File: src/rtl/gcd_pkg.sv
// Shared types for the GCD requester: data width, FSM states
// and the operand pair carried through the request FIFO.
package gcd_pkg;

  localparam int GCD_W = 8;

  typedef enum logic [2:0] {
    IDLE,
    ISSUE,
    WAIT,
    RESP,
    DRAIN
  } gcd_req_state_t;

  typedef struct packed {
    logic [GCD_W-1:0] u;
    logic [GCD_W-1:0] v;
  } gcd_pair_t;

endpackage

File: src/rtl/gcd_req_fifo.sv
// Operand-pair FIFO; pointers carry an extra wrap bit so
// full and empty are told apart without a counter.
module gcd_req_fifo
  import gcd_pkg::*;
#(
  parameter int DEPTH = 4
) (
  input  logic      clk,
  input  logic      resetb,
  input  logic      push,
  input  logic      pop,
  input  gcd_pair_t din,
  output gcd_pair_t dout,
  output logic      full,
  output logic      empty
);

  localparam int AW = $clog2(DEPTH);

  gcd_pair_t mem [DEPTH];
  logic [AW:0] wr_ptr;
  logic [AW:0] rd_ptr;

  assign empty = wr_ptr == rd_ptr;
  assign full  = (wr_ptr[AW] != rd_ptr[AW]) &&
                 (wr_ptr[AW-1:0] == rd_ptr[AW-1:0]);
  assign dout  = mem[rd_ptr[AW-1:0]];

  always_ff @(posedge clk or posedge resetb) begin
    if (resetb) begin
      wr_ptr <= '0;
      rd_ptr <= '0;
    end else begin
      if (push) wr_ptr <= wr_ptr + 1'b1;
      if (pop)  rd_ptr <= rd_ptr + 1'b1;
    end
  end

  always_ff @(posedge clk) begin
    if (push) mem[wr_ptr[AW-1:0]] <= din;
  end

endmodule

File: src/rtl/gcd_requester.sv
// Sequences buffered operand pairs through one GCD engine, in order.
// Define GCD_REQ_TIMEOUT_EN for the done watchdog and DRAIN state.
module gcd_requester
  import gcd_pkg::*;
#(
  parameter int DEPTH   = 4,
  parameter int TIMEOUT = 64
) (
  input  logic             clk,
  input  logic             resetb,
  input  logic             req_valid,
  output logic             req_ready,
  input  logic [GCD_W-1:0] req_u,
  input  logic [GCD_W-1:0] req_v,
  output logic             gcd_ld,
  output logic [GCD_W-1:0] gcd_u,
  output logic [GCD_W-1:0] gcd_v,
  input  logic [GCD_W-1:0] gcd_res,
  input  logic             gcd_done,
  output logic             rsp_valid,
  input  logic             rsp_ready,
  output logic [GCD_W-1:0] rsp_data,
  output logic             rsp_err,
  output logic             busy
);

  if (DEPTH < 2 || (DEPTH & (DEPTH - 1)) != 0 || TIMEOUT < 2)
  begin : g_cfg_check
    $error("gcd_requester: bad DEPTH or TIMEOUT");
  end

  gcd_req_state_t   state;
  gcd_req_state_t   state_n;
  gcd_pair_t        req_pair;
  gcd_pair_t        head;
  logic             full;
  logic             empty;
  logic             push;
  logic             pop;
  logic             done_q;
  logic             rise;
  logic [GCD_W-1:0] u_n;
  logic [GCD_W-1:0] v_n;
  logic [GCD_W-1:0] data_n;
  logic             err_n;

`ifdef GCD_REQ_TIMEOUT_EN
  localparam int WW = $clog2(TIMEOUT + 1);
  logic [WW-1:0] wd;
  logic [WW-1:0] wd_n;
  logic          tmo_q;
  logic          tmo_n;
  logic          wd_hit;
  assign wd_hit = wd == WW'(TIMEOUT - 1);
`endif

  assign req_pair  = '{u: req_u, v: req_v};
  assign req_ready = ~full;
  assign push      = req_valid & ~full;
  // done stays high across a new load, so only its edge means "finished"
  assign rise      = gcd_done & ~done_q;

  gcd_req_fifo #(
    .DEPTH(DEPTH)
  ) u_fifo (
    .clk   (clk),
    .resetb(resetb),
    .push  (push),
    .pop   (pop),
    .din   (req_pair),
    .dout  (head),
    .full  (full),
    .empty (empty)
  );

  always_comb begin
    state_n = state;
    pop     = 1'b0;
    u_n     = gcd_u;
    v_n     = gcd_v;
    data_n  = rsp_data;
    err_n   = rsp_err;
`ifdef GCD_REQ_TIMEOUT_EN
    wd_n    = '0;
    tmo_n   = tmo_q;
`endif
    unique case (state)
      IDLE: begin
        if (!empty) begin
          pop = 1'b1;
          u_n = head.u;
          v_n = head.v;
          // engine never terminates on a zero operand
          if (head.u == '0 || head.v == '0) begin
            data_n  = '0;
            err_n   = 1'b1;
            state_n = RESP;
          end else begin
            state_n = ISSUE;
          end
        end
      end
      ISSUE: begin
        state_n = WAIT;
`ifdef GCD_REQ_TIMEOUT_EN
        wd_n = WW'(1);
`endif
      end
      WAIT: begin
`ifdef GCD_REQ_TIMEOUT_EN
        wd_n = wd + 1'b1;
`endif
        if (rise) begin
          data_n  = gcd_res;
          err_n   = 1'b0;
          state_n = RESP;
        end
`ifdef GCD_REQ_TIMEOUT_EN
        else if (wd_hit) begin
          data_n  = '0;
          err_n   = 1'b1;
          tmo_n   = 1'b1;
          state_n = RESP;
        end
`endif
      end
      RESP: begin
`ifdef GCD_REQ_TIMEOUT_EN
        if (rise) tmo_n = 1'b0;
        if (rsp_ready)
          state_n = (tmo_q && !rise) ? DRAIN : IDLE;
`else
        if (rsp_ready) state_n = IDLE;
`endif
      end
`ifdef GCD_REQ_TIMEOUT_EN
      DRAIN: begin
        if (rise) begin
          tmo_n   = 1'b0;
          state_n = IDLE;
        end
      end
`endif
      default: state_n = IDLE;
    endcase
  end

  always_ff @(posedge clk or posedge resetb) begin
    if (resetb) begin
      state    <= IDLE;
      gcd_u    <= '0;
      gcd_v    <= '0;
      rsp_data <= '0;
      rsp_err  <= 1'b0;
      done_q   <= 1'b0;
`ifdef GCD_REQ_TIMEOUT_EN
      wd       <= '0;
      tmo_q    <= 1'b0;
`endif
    end else begin
      state    <= state_n;
      gcd_u    <= u_n;
      gcd_v    <= v_n;
      rsp_data <= data_n;
      rsp_err  <= err_n;
      done_q   <= gcd_done;
`ifdef GCD_REQ_TIMEOUT_EN
      wd       <= wd_n;
      tmo_q    <= tmo_n;
`endif
    end
  end

  assign gcd_ld    = state == ISSUE;
  assign rsp_valid = state == RESP;
  assign busy      = !empty || state != IDLE;

endmodule

File: config.mk
export PLATFORM = sky130hd
export DESIGN_NAME = gcd_requester
export DESIGN_NICKNAME = d
export VERILOG_FILES = /design/src/rtl/gcd_pkg.sv /design/src/rtl/gcd_req_fifo.sv /design/src/rtl/gcd_requester.sv
export SDC_FILE = /design/constraint.sdc
export NUM_CORES = 1
export LEC_CHECK = 0
export ABC_AREA = 0
export BUFFER_PORTS_ARGS = -buffer_cell sky130_fd_sc_hd__buf_2
export CORE_MARGIN = 2
export CORE_UTILIZATION = 45
export CTS_CLUSTER_SIZE = 20
export DETAILED_ROUTE_END_ITERATION = 16
export PLACE_DENSITY_LB_ADDON = 0.25
export REMOVE_ABC_BUFFERS = 1
export SKIP_LAST_GASP = 1
export SYNTH_ARGS = -nofsm -noshare
export SYNTH_HDL_FRONTEND = slang
export SYNTH_SLANG_ARGS = --single-unit
File: constraint.sdc
create_clock -name clk -period 3.65 [get_ports clk]
set_clock_uncertainty 0.05 [all_clocks]
set_input_delay 0.73 -clock clk [delete_from_list [all_inputs] [get_ports clk]]
set_output_delay 0.73 -clock clk [all_outputs]
set_load 0.1 [all_outputs]
**Yosys cells after proc, flatten, opt, wreduce, memory -nomap -nowiden**

Memories as Yosys holds them, arrays and structs flattened.
Index checks and enable logic that the tools add are counted.

- Equal/unequal tests: 10
- Muxes and demuxes: 17
- Reductions and logical operators: 12
- Add/sub/neg operators: 2
- Bitwise logic cells: 5

Operators by type and width:

| cell | number |
|---|---|
| two-way mux 8 bit | 3 |
| logical NOT 8 bit | 2 |
| one-hot mux 8 bit (2 select lines) | 1 |
| one-hot mux 3 bit (4 select lines) | 1 |
| two-way mux 3 bit | 3 |
| two-way mux 1 bit | 7 |
| adder 3 x 1 -> 3 bit, second input constant | 2 |
| == test 3 x 2 -> 1 bit, second input constant | 2 |
| != test 2 bit, second input constant | 3 |
| AND reduction 4 bit | 1 |
| == test 3 x 1 -> 1 bit, second input constant | 1 |
| == test 3 bit | 1 |
| logical NOT 3 bit | 1 |
| inverter 1 bit | 3 |
| AND reduction 3 bit | 1 |
| nonzero test 3 bit | 1 |
| bitwise AND 1 bit | 2 |
| == test 2 bit | 1 |
| logical OR 1 bit | 2 |
| two-way mux 2 bit | 1 |
| != test 2 x 1 -> 1 bit, second input constant | 1 |
| one-hot mux 1 bit (2 select lines) | 1 |
| AND reduction 2 bit | 1 |
| nonzero test 2 bit | 1 |
| other kinds (3) | 3 |

- Output and inout bits: 29
- Bits of input ports: 29
- Memories kept: 1
- Logic and storage cells: 55
- Memory bits (writable): 64
- Register bits: 35

Memories:

| memory | depth | width | rd ports | clocked after Yosys merged registers in | wr ports | line | source |
|---|---|---|---|---|---|---|---|
| u_fifo.mem | 4 | 16 | 1 | 0 | 1 | gcd_req_fifo.sv:20 | `gcd_pair_t mem [DEPTH];` |

**Depth between registers and ports, before layout**

- Depth in word-level cells: 6
- Gate-level depth with buffers: 8
- Depth with buffers taken out: 6

**Modules after synthesis**

A second synthesis with hierarchy kept.

- Cells, all modules: 253
- Area, all modules: 3,981.3 um2

By module, submodules not included:

| module | cells each | area each (um2) | times used | sequential area each (um2) |
|---|---|---|---|---|
| gcd_req_fifo | 115 | 2,700.1 | 1 | 2,072.0 |
| gcd_requester | 138 | 1,281.2 | 1 | 700.7 |

**Worst setup path after synthesis**

OpenSTA, ideal clock, no wires.

- Kind: flip-flop to flip-flop
- From: register u_fifo.rd_ptr[1]
- To: register u_fifo.wr_ptr[2]
- Data arrival time: 2,796 ps
- Slack: 650 ps
- Buffers on the path: 2
- Stages on the path, launching flop included: 7
- Required time: 3,446 ps
- Clock period less this slack: 3,000 ps
- Library setup time: 154 ps
- Cell sequence: dfrtp_1 clkbuf_1 buf_2 xnor2_1 nand3b_1 and3_1 xor2_1

- Longest elaborated chain between the ends: 4

Ends and longest elaborated chain:

| item | line | source |
|---|---|---|
| start, declared | gcd_req_fifo.sv:22 | `logic [AW:0] rd_ptr;` |
| start signal, assigned | gcd_req_fifo.sv:35 | `if (pop) rd_ptr <= rd_ptr + 1'b1;` |
| == test 2 bit | gcd_req_fifo.sv:26 | `(wr_ptr[AW-1:0] == rd_ptr[AW-1:0]);` |
| logical AND 1 bit | gcd_req_fifo.sv:25 | `assign full = (wr_ptr[AW] != rd_ptr[AW]) &&` |
| inverter 1 bit | n/a |  |
| named net req_ready | gcd_requester.sv:12 | `output logic req_ready,` |
| bitwise AND 1 bit | gcd_requester.sv:59 | `assign push = req_valid & ~full;` |
| end signal, assigned | gcd_req_fifo.sv:34 | `if (push) wr_ptr <= wr_ptr + 1'b1;` |
| end, declared | gcd_req_fifo.sv:21 | `logic [AW:0] wr_ptr;` |

The timed path passes the listed nets, and every way through them passes these cells.
A chain may end at the register's enable or synchronous reset.

**Worst setup path after layout**

- From: register u_fifo.rd_ptr[1]
- To: output port req_ready

- Longest elaborated chain between the ends: 3

Ends and longest elaborated chain:

| item | line | source |
|---|---|---|
| == test 2 bit | gcd_req_fifo.sv:26 |  |
| logical AND 1 bit | gcd_req_fifo.sv:25 |  |
| inverter 1 bit | gcd_requester.sv:58 | `assign req_ready = ~full;` |
| end, declared | gcd_requester.sv:12 |  |

No other way between the ends.

==> reports/qor.csv <==
metric,value,unit
run_status,"complete, no violations",
max_slew.worst_pin.slew,0.968,ns
flow.area_growth_from_synthesis,15.2,%
nets,321,
die-area,0.00956,mm2
ys.flop_type,edfxtp_1,
nFillCells,698,
min_path_type,in -> reg,
number_of_hold_buffers_added_after_cts,0,
detail_route.first_pass.iterations,4,
worstSetupPathType,reg -> out,
clock_tree.root_cell,clkbuf_8,
design.portCount,58,
min-delay-start,gcd_done,
post-route-min-period,2.87,ns
clk_pin_slew_worst_paths,0.09,ns
antenna_violations_before_repair,0,
detail_route.drc_violations,0,
start_kind,register,
synth_enable_flop_cells,64,
multi_input_comb_area,0.00107,mm2
number_of_global_route_vias_before_repair,2096,
detailed_place_hpwl,4.54,mm
post-route-worst-setup-slack,0.779,ns
synth_warnings,0,
number_of_antenna_diodes,0,
drt_via_density,5.16,
synth_largest_area_cell,edfxtp_1,
tritoncts_clock_tree,yes,
grt_remaining_overflow,0,
place_worst_setup_slack,0.948,ns
grt_setup_unrepaired,false,
worst-r2r-setup-slack,1.00,ns
yosys_register_bits,98,
hold-worst-slack,0.438,ns
grt_util_all_layers,15.1,%
yosysMostFrequentCell,edfxtp_1,
critical_path.endpoint_type,primary output,
setup_viol_count_final,0,
synth.top_cell.area_share,48.6,%
mappedNetlistArea,0.00396,mm2
fmax,348,MHz
post_synth_main_area_contributors,"edfxtp_1, dfrtp_1, mux4_1",
clk_path_buf_depth,2,
initialDrtViolationCount,69,
timing.max_cap.violations,0,
core-area,0.00864,mm2
ctsHtreeMaxLevel,3,
synth-async-reset-ratio,34.7,%
average_instance_area_after_synthesis,18.5,um2
die_h,97.8,um
drive_gt1_share,36.5,%
grt_max_degree,25,
worstSetupStartpoint,u_fifo.rd_ptr[1],
yosysUniqueCellTypes,29,
die_x,97.8,um
detailroute.via_count,2044,
syn-instance-count,214,
timing.rr.start,u_fifo.rd_ptr[1],
io_buffer_count,57,
post_cts.resized_instances,0,
setup-tns-final,0,ns
critical_path_arrival,2.09,ns
cts_num_sinks,98,
final-hold-violation-count,0,
wl,6.70,mm
path_max_fanout,19,
numCtsBuffers,9,
grt_pass1_wl,10.9,mm
maxSlewHeadroom,35.4,%
final_core_occ,52.8,%
synth_top_cells_by_count,"edfxtp_1, dfrtp_1, mux2_2",
placementRows,34,
clk_lat_worst_skew,0.36,ns
final.period_utilization,78.6,%
initial_utilization,45.8,%
slew_violations,0,
ant_nets,0,
cts_setup_buffers,0,
wl_per_cell,16.9,um
sequential_cell_area,0.00277,mm2
synth_seq_area_share,70.1,%
place.gp.congestion,0.729,
required,2.87,ns
cell type report:
| class | instances | share of cell area, % |
|---|---|---|
| timing repair buffer | 65 | 7.57 |
| multi-input combinational | 94 | 23.4 |
| tap | 108 | 2.96 |
| clock buffer | 10 | 2.80 |
| clock inverter | 6 | 1.21 |
| inverter | 15 | 1.23 |
| sequential | 98 | 60.8 |
sequential cells by signal (all words and copies together), names as in the netlist:
register,flops
done_q,1
u_fifo.mem,64
rsp_err,1
rsp_data,8
state,2
u_fifo.wr_ptr,3
u_fifo.rd_ptr,3
gcd_u,8
gcd_v,8
worst paths after layout:
kind,end,depth (start not counted)
worst min register to register,u_fifo.wr_ptr[2],1
worst max register to register,rsp_data[3],6
max in group asynchronous,gcd_v[2],3
min in group asynchronous,rsp_data[4],2
worst max-delay path,req_ready,3
worst min-delay path,done_q,1
metrics by stage:
stage,cell area (um2),instances
global placement,4380,380
CTS,4560,396
finish,4560,396
global route,4560,396
floorplan,3900,207
detailed placement,4380,380
cells in the final DEF (no fill, tap or decap), types with 3 or more instances in the layout:
cell type | netlist | routed
inv_1 | 15 | 15
o21ai_0 | 3 | 3
buf_4 | 0 | 8
clkbuf_8 | 0 | 9
mux4_1 | 11 | 11
buf_2 | 2 | 57
mux2_2 | 17 | 17
and3_1 | 5 | 5
nand2_1 | 12 | 12
edfxtp_1 | 64 | 64
mux4_2 | 5 | 5
xnor2_1 | 5 | 5
mux2i_1 | 9 | 9
dfrtp_1 | 34 | 34
ha_1 | 9 | 9
inv_6 | 0 | 4
critical path, cell delays in order, from the launching register on:
cell and delay [ns]:
dfrtp_1 0.84, xnor2_1 0.21, nand3b_1 0.22, buf_2 0.46
logic make-up (layout without fill, tap and decap cells):
family                   count (synthesis)  in the layout  share of synthesized area (%)
flip-flops                              98             98                           70.1
multiplexers                            42             42                           17.3
AND/OR/NAND/NOR                         30             30                           4.21
buffers and inverters                   22             96                           2.94
adder cells (fa/ha/maj)                  9              9                           2.85
XOR/XNOR                                 7              7                           1.55
AO/OA/AOI/OAI                            6              6                           1.14
per-layer routing:
layer  track usage [%]  share of wire (%)  vias up
li1                  -                  -      954
met3              4.37                4.3       11
met2              24.1                 48       57
met5                 0                  0        -
met4              5.66                1.6        0
met1              20.0                 46     1022
Power is left out: the tool's default activity adds up to more than one toggle a clock period on the data nets, which glitch-free logic cannot reach.
